==> src/rtl/kanagawa_hal_shared_pipe_arbiter.sv <==
// Round-robin arbiter feeding a shared external register chain, with a shadow
// pipeline that routes each result back to its requester and a drain/clear flush.
module kanagawa_hal_shared_pipe_arbiter #(
  parameter int unsigned WIDTH   = 32,
  parameter int unsigned NUM_REQ = 4,
  parameter int unsigned LATENCY = 3
) (
  input  logic                            clk,
  input  logic                            rst_n,
  input  logic [NUM_REQ-1:0]              req_valid,
  input  logic [NUM_REQ-1:0][WIDTH-1:0]   req_data,
  output logic [NUM_REQ-1:0]              req_ready,
  output logic [WIDTH-1:0]                pipe_in,
  output logic                            pipe_clr,
  input  logic [WIDTH-1:0]                pipe_out,
  output logic [NUM_REQ-1:0]              rsp_valid,
  output logic [WIDTH-1:0]                rsp_data,
  input  logic                            flush,
  output logic                            flush_done,
  output logic                            busy
);

  localparam int unsigned IDW = $clog2(NUM_REQ);

  typedef enum logic [1:0] {RUN, DRAIN, CLEAR, DONE} state_t;

  state_t                       r_state;
  state_t                       w_state_nxt;
  logic [IDW-1:0]               r_ptr;
  logic [LATENCY-1:0]           r_sh_vld;
  logic [LATENCY-1:0][IDW-1:0]  r_sh_id;
  logic                         w_arb_en;
  logic                         w_gnt_vld;
  logic [IDW-1:0]               w_gnt_id;

  // rst_n gates the grant so req_ready/pipe_in are quiet while reset is held.
  always_comb begin
    int unsigned    idx;
    logic [IDW-1:0] w_idx;
    w_arb_en  = rst_n && (r_state == RUN) && !flush;
    w_gnt_vld = 1'b0;
    w_gnt_id  = '0;
    for (int unsigned k = 0; k < NUM_REQ; k++) begin
      idx = 32'(r_ptr) + k;
      if (idx >= NUM_REQ) idx = idx - NUM_REQ;
      w_idx = idx[IDW-1:0];
      if (w_arb_en && !w_gnt_vld && req_valid[w_idx]) begin
        w_gnt_vld = 1'b1;
        w_gnt_id  = w_idx;
      end
    end
  end

  always_comb begin
    for (int unsigned k = 0; k < NUM_REQ; k++) begin
      req_ready[k] = w_gnt_vld && (w_gnt_id == k[IDW-1:0]);
      rsp_valid[k] = r_sh_vld[LATENCY-1] && (r_sh_id[LATENCY-1] == k[IDW-1:0]);
    end
    pipe_in    = w_gnt_vld ? req_data[w_gnt_id] : '0;
    rsp_data   = pipe_out;
    pipe_clr   = (r_state == CLEAR);
    flush_done = (r_state == DONE);
    busy       = (r_state != RUN);
  end

  always_comb begin
    w_state_nxt = r_state;
    case (r_state)
      RUN:     if (flush) w_state_nxt = DRAIN;
      DRAIN:   if (r_sh_vld == '0) w_state_nxt = CLEAR;
      CLEAR:   w_state_nxt = DONE;
      DONE:    w_state_nxt = RUN;
      default: w_state_nxt = RUN;
    endcase
  end

  always_ff @(posedge clk or negedge rst_n) begin
    if (!rst_n) begin
      r_state <= RUN;
    end else begin
      r_state <= w_state_nxt;
    end
  end

  always_ff @(posedge clk or negedge rst_n) begin
    if (!rst_n) begin
      r_ptr <= '0;
    end else if (w_gnt_vld) begin
      r_ptr <= (32'(w_gnt_id) == NUM_REQ - 1) ? '0 : w_gnt_id + 1'b1;
    end
  end

  // Shadow tags advance in lockstep with the external chain.
  always_ff @(posedge clk or negedge rst_n) begin
    if (!rst_n) begin
      r_sh_vld <= '0;
      r_sh_id  <= '0;
    end else begin
      r_sh_vld[0] <= w_gnt_vld;
      r_sh_id[0]  <= w_gnt_id;
      for (int unsigned k = 1; k < LATENCY; k++) begin
        r_sh_vld[k] <= r_sh_vld[k-1];
        r_sh_id[k]  <= r_sh_id[k-1];
      end
      if (r_state == CLEAR) r_sh_vld <= '0;
    end
  end

endmodule

==> config.mk <==
export PLATFORM = sky130hd
export DESIGN_NAME = kanagawa_hal_shared_pipe_arbiter
export DESIGN_NICKNAME = d
export VERILOG_FILES = /design/src/rtl/kanagawa_hal_shared_pipe_arbiter.sv
export SDC_FILE = /design/constraint.sdc
export NUM_CORES = 1
export LEC_CHECK = 0
export ABC_CLOCK_PERIOD_IN_PS = 2250
export CAP_MARGIN = 10
export CORE_AREA = 2 2 93 95
export DETAILED_ROUTE_END_ITERATION = 10
export DIE_AREA = 0 0 95 97
export PLACE_DENSITY = 0.75
export SLEW_MARGIN = 20
export SYNTH_ARGS = -nofsm -noshare
export SYNTH_HDL_FRONTEND = slang
export SYNTH_SLANG_ARGS = --single-unit
export TNS_END_PERCENT = 1
==> constraint.sdc <==
create_clock -name clk -period 2.25 [get_ports clk]
set_input_delay 0.225 -clock clk [delete_from_list [all_inputs] [get_ports clk]]
set_output_delay 0.225 -clock clk [all_outputs]
set_load 0.1 [all_outputs]
* After elaboration in Yosys (flattened, before gate mapping)
Index checks and enable logic that the tools add are counted.
** Cells by class
- Add/subtract/negate cells :: 8
- Reduce and logical (&&, ||, !) cells :: 27
- Eq/ne operators :: 11
- $mul :: 0
- Divide/modulo/power cells :: 0
- Order comparisons :: 9
- Bitwise logic cells :: 0
- Multiplexer cells :: 28
- Shifts and indexed selects :: 0
** Operators by type and width (count)
- $bmux 32 s2 :: 1
- $mux 32 :: 2
- $mux 2 :: 11
- $logic_and 1x1->1 :: 17
- $lt 2x3->1 const B :: 5
- $eq 2x2->1 const B :: 6
- $ge 3x3->1 const B :: 3
- $bmux 1 s2 :: 4
- $mux 1 :: 8
- $pmux 2 s4 :: 1
- $sub 2x1->2 const B :: 4
- $add 2x2->3 const B :: 2
- $eq 2x1->1 const B :: 3
- $logic_not 2->1 :: 3
- $logic_not 1->1 :: 4
- $ne 2x2->1 const B :: 2
- $add 2x1->3 const B :: 1
- $ge 2x3->1 const B :: 1
- $logic_not 3->1 :: 1
- $mux 3 :: 1
- $add 2x1->2 const B :: 1
- $reduce_and 2->1 :: 1
- $reduce_bool 2->1 :: 1
** Storage, ports and cells
- Register bits after elaboration :: 13
- Memories :: 0
- Memory bits (read-only) :: 0
- Output and inout port bits :: 75
- Latch bits :: 0
- Memory bits (writable) :: 0

* Depth between registers and ports, before layout
Gate-level depths: netlist of run 1.
- Word-level depth :: 21
- Depth in mapped cells :: 10
- Mapped depth without buffers :: 7

* Worst setup path after synthesis of run 1
OpenSTA, ideal clock, no wires.
- Path type :: reg2out
- From :: register r_state[0]
- To :: output pipe_in[0]
- Data arrival time :: 2.930 ns
- Stages on the path, launching flop included :: 8
- Data required time :: 2.025 ns
- Slack :: -0.905 ns
- Cells stage by stage :: dfrtp_1 > inv_1 > ha_1 > nand3b_1 > a21oi_1 > o21ai_1 > clkbuf_1 > o22ai_1
** On the way
- Longest elaborated chain between the ends :: 20
- Elaborated cells on any way between the ends :: 24
- Classes of those cells :: 11 x mux; 13 x reduce/logical
** Ends and longest elaborated chain
- from (decl) :: line 27 : state_t r_state;
- from (signal assigned) :: line 81 : r_state <= w_state_nxt;
- $logic_not 2->1 * :: line 40 : w_arb_en = rst_n && (r_state == RUN) && !flush;
- $logic_and 1x1->1 * (2 in series) :: line 40
- $logic_and 1x1->1 :: line 47 : if (w_arb_en && !w_gnt_vld && req_valid[w_idx]) begin
- $mux 1 :: line 47
- $logic_not 1->1 :: line 47
- $logic_and 1x1->1 (2 in series) :: line 47
- $mux 1 :: line 47
- $logic_not 1->1 :: line 47
- $logic_and 1x1->1 (2 in series) :: line 47
- $mux 1 :: line 47
- $logic_not 1->1 :: line 47
- $logic_and 1x1->1 (2 in series) :: line 47
- $mux 2 :: line 47
- $bmux 32 s2 :: line 59 : pipe_in = w_gnt_vld ? req_data[w_gnt_id] : '0;
- $mux 32 (implied by the code) :: line 59
- $mux 32 * :: line 59
- to (decl) :: line 13 : output logic [WIDTH-1:0] pipe_in,
Mark *: on every way between the ends. The rest lies on a longest branch, timed or not. The select of a mux whose other input is x is not followed.

* Worst setup path in the final report of run 1
- From :: register r_ptr[0]
- To :: output pipe_in[3]
** On the way
- Longest elaborated chain between the ends :: 21
- Elaborated cells on any way between the ends :: 44
- Classes of those cells :: 7 x add/sub; 4 x order compare; 23 x mux; 10 x reduce/logical
** Ends and longest elaborated chain
- from (decl) :: line 29 : logic [IDW-1:0] r_ptr;
- from (signal assigned) :: line 89 : r_ptr <= (32'(w_gnt_id) == NUM_REQ - 1) ? '0 : w_gnt_id + 1'b1;
- $ge 2x3->1 or $sub 2x1->2 (tied branches) :: line 45 : if (idx >= NUM_REQ) idx = idx - NUM_REQ;
- $mux 2 :: line 45
- $bmux 1 s2 :: line 47
- $mux 1 (implied by the code) :: line 47
- $logic_and 1x1->1 :: line 47
- $mux 1 :: line 47
- $logic_not 1->1 :: line 47
- $logic_and 1x1->1 (2 in series) :: line 47
- [... 2 more ...]
- $logic_and 1x1->1 (2 in series) :: line 47
- $mux 1 :: line 47
- $logic_not 1->1 :: line 47
- $logic_and 1x1->1 (2 in series) :: line 47
- $mux 2 :: line 47
- $bmux 32 s2 :: line 59
- $mux 32 (implied by the code) :: line 59
- $mux 32 * :: line 59
Marks and branches as above.

==> results of run 1 <==
[final timing paths]
kind | to | depth (start not counted)
max in group asynchronous | r_ptr[1] | 2
min in group clk | r_sh_id[3] | 0
worst max register to register | r_ptr[1] | 8
worst max-delay path | pipe_in[3] | 9
worst min register to register | r_sh_id[3] | 0
worst min-delay path | r_sh_vld[2] | 2
[cells by family (layout without fill, tap and decap cells)]
family,after synthesis,count (layout),synth area share [%]
DFF,13,13,16.80
buffers and inverters,53,223,20.61
and+or+nand+nor,29,29,9.045
AOI/OAI and AO/OA,45,45,14.86
adders and majority gates,6,6,3.876
muxes,67,67,34.82
[registers in the layout, summed over array words and instances, names as in the netlist]
register / cells
r_sh_id: 6
r_sh_vld: 3
r_ptr: 2
r_state: 2
[per-stage QoR]
| step | worst slack, ps | util, % | cell area (µm²) | std cells | hold slack, ps |
|---|---|---|---|---|---|
| final | -110.1 | 59.90 | 4872 | 488 | 345.5 |
| after global routing | -161.5 | 59.90 | 4872 | 488 | 356.0 |
| after CTS | -99.41 | 59.38 | 4830 | 488 | 344.0 |
| after detailed placement | -321.6 | 53.90 | 4384 | 475 | 336.3 |
| after global placement | -292.2 | 53.90 | 4384 | 475 | 331.8 |
| after floorplan | -395.0 | - | 2150 | 213 | -70.59 |
[timing repair]
action / 4_1_cts / 5_1_grt
setup endpoints to repair: 36 / 36
gates resized for setup: 56 / 11
pin swaps: 17 / 3
setup buffers: 6 / 0
hold buffers: 0 / 0
gates cloned: 3 / 0
[power groups by stage]
stage          Combinational (mW)  Sequential [mW]  Clock [mW]
6_report                     2.67            0.333       0.200
5_1_grt                      2.80            0.338       0.214
3_3_place_gp                 2.26            0.322           0
2_1_floorplan                1.69            0.311           0
4_1_cts                      2.65            0.330       0.207
3_5_place_dp                 2.30            0.327           0
[layout by cell type (no fill, tap or decap), types with 2 or more instances in the layout]
| cell | n |
|---|---|
| a21oi_1 | 2 |
| and2b_1 | 2 |
| buf_12 | 48 |
| buf_16 | 4 |
| buf_4 | 24 |
| buf_6 | 3 |
| clkbuf_8 | 3 |
| clkdlybuf4s50_1 | 131 |
| dfrtp_1 | 11 |
| dfrtp_2 | 2 |
| dlygate4sd2_1 | 3 |
| ha_1 | 6 |
| inv_1 | 2 |
| inv_2 | 3 |
| mux2_2 | 3 |
| mux2i_1 | 40 |
| mux2i_2 | 15 |
| mux2i_4 | 9 |
| nand2b_1 | 2 |
| nor2_1 | 4 |
| nor2_2 | 2 |
| nor2b_1 | 4 |
| nor2b_2 | 2 |
| o22ai_2 | 24 |
| o22ai_4 | 8 |
| o31ai_1 | 2 |
[worst register-to-register path, stage by stage, from the launching register on]
cell and delay (ps):
dfrtp_2 450, nor2b_4 160, nor2_2 50, o22a_4 240, buf_12 150, buf_8 130
nor2b_2 140, ha_1 260, mux2_2 260
[routing by layer]
metal  track usage (%)  up-vias
li1                  -     1096
met5                 0        -
met2             34.15      116
met3             5.374       14
met1             21.28     1079
met4             4.459        0
[layout make-up]
cell class,count,area (µm²)
multi-input cells,147,1712
clock buffers,4,45.04
fillers,633,3262
inverters,5,18.77
well taps,105,131.4
repair buffers,214,2638
flip-flops and latches,13,327.8
==> summary.md, run 1 <==
| Metric | Value |
|---|---|
| Logic gate share of total power | `83.4%` |
| Post-synthesis async set-or-reset flop share | `100.0%` |
| Largest net degree at the start of global routing | `21` |
| Met3 WL | `722 µm` |
| Die area | `0.009215 mm²` |
| Slew of the pin with the lowest slew margin | `408.6 ps` |
| Vias in the first global route | `2678` |
| Slew Viols, Final | `0` |
| Post-Syn Area per Cell | `9.093 µm²` |
| Distinct cell type count after synthesis | `37` |
| Crit share post-route | `104.9%` |
| Initial antenna violation count | `1` |
| Synthesis-to-finish area growth | `151.6%` |
| Worst setup margin | `-110.1 ps` |
| Crit path largest cell delay | `450 ps` |
| Max VDD drop | `0.0005180 V` |
| Fin crit period | `2360 ps` |
| Vias per cell | `4.723` |
| Top delay family on crit path | `buffers and inverters` |
| Die width | `95 µm` |
| CTS tree | `yes` |
| Crit path launch | `r_ptr[0]` |
| Max Cap Viol | `0` |
| Result of the run | `finished, violations left` |
| Critical Path AT | `2140 ps` |
| CP startpoint kind | `flop` |
| Number of port buffers | `177` |
| Final WL | `8790 µm` |
| Post-synth EDFFs | `0` |
| Synth Flop Type | `dfrtp_1` |
| Routed vias | `2305` |
| Crit Path Max Fanout | `6` |
| CTS H-Tree Depth | `1` |
| Core area | `0.008134 mm²` |
| Maximum buffer depth of the clock tree | `2` |
| PwrDens | `657.8 mW/mm²` |
| Syn Nets | `386` |
| Yosys warns | `0` |
| Post-Syn Area | `0.001937 mm²` |
| Final Hold Fails | `0` |
| Most instantiated library cell after synthesis | `mux2i_1` |
| Synth top area cells | `mux2i_1, dfrtp_1, buf_4` |
| Grt ovf | `0` |
| Slew HR | `72.47%` |
| RePlAce Congestion | `0.8349` |
| Total GRT Usage | `18.81%` |
| Area leader, netlist | `mux2i_1` |
| CP max-delay cell | `dfrtp_2` |
| Final ANT Viol Nets | `0` |
| Seq/Total Area, Yosys | `16.80%` |
| RSZ-0062 raised after global routing | `yes` |
| Fmax | `423.7 MHz` |
| Worst path cell trace | `nor2b_4, nor2_2, o22a_4, buf_12, buf_12, buf_16, mux2i_4, o22ai_4, buf_12` |
| Commonest cells in the netlist | `mux2i_1, buf_4, o22ai_1, dfrtp_1, buf_6` |
| 1st-iter DRT viols | `35` |
| Reg2reg start | `r_ptr[0]` |
| Reg power frac | `10.4%` |
| Worst reg-to-reg setup slack | `300 ps` |
| # clock sinks | `13` |
| Residual DRC | `0` |
| Final clock skew | `1.683 ps` |
| Row count | `33` |
| Switch Pwr | `1.518 mW` |
| Required time of the worst setup path | `2030 ps` |
| First-pass GRT wire length | `13590 µm` |
| Layout cells sized above 1 | `42.04%` |
| Switch share | `47.37%` |
| Die Y | `97 µm` |
| Latest clock arrival within the worst-skew pair | `240 ps` |
| Lkg Pwr | `1.886 nW` |
| Setup TNS | `-1365 ps` |
| Dpl hpwl | `7008 µm` |
| Critical path capture point type | `primary output` |
| Met2 wire length | `4685 µm` |
| CP bufs+invs | `4` |
| Initial Utilization | `23.81%` |
| Count of state elements after synthesis | `13` |
| Ant diodes | `0` |
| Clk network pwr share | `6.2%` |
| Failing checks | `setup timing` |
| Pint | `1.687 mW` |
| Synth Instances | `213` |
| Final Net Count | `557` |
| Uppermost routed layer | `met4` |
| Clk root buf | `clkbuf_8` |
| Setup Crit Path Kind | `reg -> out` |
| Worst hold-check path type | `in -> async` |
| I/O pin cnt | `242` |
| WL per Instance | `18.01 µm` |
| Clk pin slew, worst setup/hold paths | `50 ps` |
| Most frequent CP cell | `buf_12` |
| TritonCTS buffer count | `3` |
| DRT met1 WL | `3234 µm` |
| Setup violators final | `30` |
| First-pass DRT Iterations | `4` |
| Total power draw | `3.205 mW` |
| Yosys top cell area share | `33.07%` |
Power figures use the tool's default switching activity.
==> run 2, diff against run 1 <==
--- a/config.mk
+++ b/config.mk
@@ -8,6 +8,7 @@
 export ABC_CLOCK_PERIOD_IN_PS = 2250
 export CAP_MARGIN = 10
 export CORE_AREA = 2 2 93 95
+export CTS_BUF_LIST = sky130_fd_sc_hd__clkbuf_4 sky130_fd_sc_hd__clkbuf_8 sky130_fd_sc_hd__clkbuf_16
 export DETAILED_ROUTE_END_ITERATION = 10
 export DIE_AREA = 0 0 95 97
 export PLACE_DENSITY = 0.75
==> run 2 against run 1 <==
- the run still ends with setup timing left
- maximum frequency barely moved
- non-clock buffer count did not move
- core utilization barely moved
- final cell count did not move
- sequential cell count did not move
- combinational power barely moved
- highest routed layer unchanged
==> summary.md, run 2 (synthesis results as in run 1) <==
| Metric | Value |
|---|---|
| Result of the run | `finished, violations left` |
| Failing checks | `setup timing` |
| Clk pin slew, worst setup/hold paths | `50 ps (about the same)` |
| Routed vias | `2309 (+0.17%)` |
| Crit share post-route | `104.8% (about the same)` |
| Slew HR | `72.77% (+0.29 points)` |
| Number of port buffers | `177 (unchanged)` |
| First-pass GRT wire length | `13590 µm (unchanged)` |
| Die Y | `97 µm (unchanged)` |
| Pre-CTS WS | `-321.6 ps (unchanged)` |
| Fin crit period | `2359 ps (-1.543 ps)` |
| Worst path cell trace | `nor2b_4, nor2_2, o22a_4, buf_12, buf_12, buf_16, mux2i_4, o22ai_4, buf_12` |
| Dpl hpwl | `7008 µm (unchanged)` |
| Commonest non-fill, non-tap cell in the layout | `clkdlybuf4s50_1` |
| WL per Instance | `17.97 µm (-0.23%)` |
| Top Registers | `r_sh_id (6), r_sh_vld (3)` |
| Total power draw | `3.216 mW (+0.35%)` |
| Final WL | `8770 µm (-0.23%)` |
| RSZ-0062 raised after global routing | `yes` |
| TritonCTS buffer count | `3 (unchanged)` |
| Final ANT Viol Nets | `0 (unchanged)` |
| Setup violators final | `30 (unchanged)` |
| PwrDens | `659.5 mW/mm² (+0.27%)` |
| Reg2reg start | `r_ptr[0]` |
| Slew Viols, Final | `0 (unchanged)` |
| 1st-iter DRT viols | `43 (+23%)` |
| Critical path capture point type | `primary output` |
| Residual DRC | `0 (unchanged)` |
| Initial antenna violation count | `1 (unchanged)` |
| Slew of the pin with the lowest slew margin | `404.2 ps (-4.364 ps)` |
| Fmax | `424.0 MHz (about the same)` |
| CP startpoint kind | `flop` |
| RePlAce Congestion | `0.8349 (unchanged)` |
| I/O pin cnt | `242 (unchanged)` |
| Max VDD drop | `0.0005144 V (-0.69%)` |
| Layout cells sized above 1 | `42.30% (+0.26 points)` |
| Ant diodes | `0 (unchanged)` |
| Crit path launch | `r_ptr[0]` |
| Worst reg-to-reg setup slack | `300 ps (about the same)` |
| Largest net degree at the start of global routing | `21 (unchanged)` |
| Required time of the worst setup path | `2030 ps (about the same)` |
| CP max-delay cell | `dfrtp_2` |
| Max reg flops | `6 (unchanged)` |
| Lkg Pwr | `1.889 nW (+0.18%)` |
| Final Hold Fails | `0 (unchanged)` |
| Cells on worst reg2reg path | `8 (unchanged)` |
| Reg2Reg Capture Point | `r_ptr[1]` |
| Max Cap Viol | `0 (unchanged)` |
| Placed cell count | `475 (unchanged)` |
| Total GRT Usage | `18.81% (unchanged)` |
| WP depth | `9 (unchanged)` |
| Clk root buf | `clkbuf_8` |
| Final Net Count | `557 (unchanged)` |
| Final Non-Filler Cells | `488 (unchanged)` |
| Maximum buffer depth of the clock tree | `2 (unchanged)` |
| Synthesis-to-finish area growth | `151.7% (about the same)` |
| Row count | `33 (unchanged)` |
| Setup Crit Path Kind | `reg -> out` |
| Vias per cell | `4.732 (+0.17%)` |
| Latest clock arrival within the worst-skew pair | `240 ps (about the same)` |
| Worst hold-check path type | `in -> async` |
| Most frequent cells in the layout | `clkdlybuf4s50_1, buf_12, mux2i_1` |
| Critical Path AT | `2130 ps (about the same)` |
| Core area | `0.008134 mm² (unchanged)` |
| First-pass DRT Iterations | `4 (unchanged)` |
| Die width | `95 µm (unchanged)` |
| Final clock skew | `2.512 ps (+0.8288 ps)` |
| Most frequent CP cell | `buf_12` |
| Initial Utilization | `23.81% (unchanged)` |
| Fillers | `632 (-0.16%)` |
| Top delay family on crit path | `buffers and inverters` |
| CP endpoint | `pipe_in[3]` |
| Most flops, register | `r_sh_id` |
| CTS H-Tree Depth | `1 (unchanged)` |
| Crit Path Max Fanout | `6 (unchanged)` |
| Worst setup margin | `-108.6 ps (+1.543 ps)` |
| Die area | `0.009215 mm² (unchanged)` |
| Grt ovf | `0 (unchanged)` |
| CP bufs+invs | `4 (unchanged)` |
| Vias in the first global route | `2678 (unchanged)` |
| CTS tree | `yes` |
| # clock sinks | `13 (unchanged)` |
| Crit path largest cell delay | `450 ps (about the same)` |
-- run 2: changes by cell type in the layout (fill, tap and decap cells not counted) --
cell,change
clkbuf_1,-1
clkbuf_4,+1
-- run 2: final cells by class --
cell class | instances | area, µm² | share of cell area, %
Sequential cell | 13 | 327.8 | 6.723
Inverter | 5 | 18.77 | 0.3849
Tap cell | 105 | 131.4 | 2.694
Timing Repair Buffer | 214 | 2638 | 54.09
Clock buffer | 4 | 48.80 | 1.001
Multi-Input combinational cell | 147 | 1712 | 35.10
-- run 2: how the worst min path moves through the flow --
stage                    start           to  depth (start not counted)
floorplan                rst_n     r_ptr[0]                          0
global placement    r_sh_id[0]   r_sh_id[2]                          0
detailed placement  r_sh_id[0]   r_sh_id[2]                          0
CTS                      rst_n   r_sh_id[3]                          2
global route             rst_n   r_sh_id[1]                          2
finish                   rst_n  r_sh_vld[2]                          2
-- run 2: worst reg2reg max path, delay by kind of cell (launching register included) --
family | cells | cell delay, ps
fa+ha+maj | 1 | 260
flops | 1 | 450
simple gates | 3 | 350
mux | 1 | 260
compound gates | 1 | 240
buf+inv | 2 | 280
-- run 2: layer usage --
metal  wire length [µm]  GRT usage, %
met1               3211         21.28
met2               4693         34.15
met3                717         5.374
met4                147         4.459
met5                  0             0
-- run 2: through the flow --
step | setup TNS [ps] | hold slack (ps) | instance area (µm²) | util [%]
2_1_floorplan | -12380 | -70.59 | 2150 | -
3_3_place_gp | -8347 | 331.8 | 4384 | 53.90
3_5_place_dp | -9438 | 336.3 | 4384 | 53.90
4_1_cts | -1353 | 344.0 | 4833 | 59.42
5_1_grt | -3871 | 356.0 | 4876 | 59.94
6_report | -1311 | 345.8 | 4876 | 59.94
-- run 2: repair_timing --
item | in CTS | in global routing
pin swaps | 17 | 3
endpoints found under the hold margin | 0 | 0
resized for setup | 56 | 11
setup endpoints to repair | 36 | 36
setup buffers | 6 | 0
hold buffers | 0 | 0
cloned | 3 | 0
-- run 2: power breakdown --
part	total, mW	switching, mW	internal, mW
Clock	0.211	0.0745	0.137
Combinational	2.67	1.39	1.28
Sequential	0.332	0.0487	0.284
==> run 3, diff against run 2 <==
--- a/config.mk
+++ b/config.mk
@@ -9,6 +9,7 @@
 export CAP_MARGIN = 10
 export CORE_AREA = 2 2 93 95
 export CTS_BUF_LIST = sky130_fd_sc_hd__clkbuf_4 sky130_fd_sc_hd__clkbuf_8 sky130_fd_sc_hd__clkbuf_16
+export CTS_CLUSTER_SIZE = 12
 export DETAILED_ROUTE_END_ITERATION = 10
 export DIE_AREA = 0 0 95 97
 export PLACE_DENSITY = 0.75
==> results of run 3 <==
Final layout, timing and power as in run 2 (identical DEF).
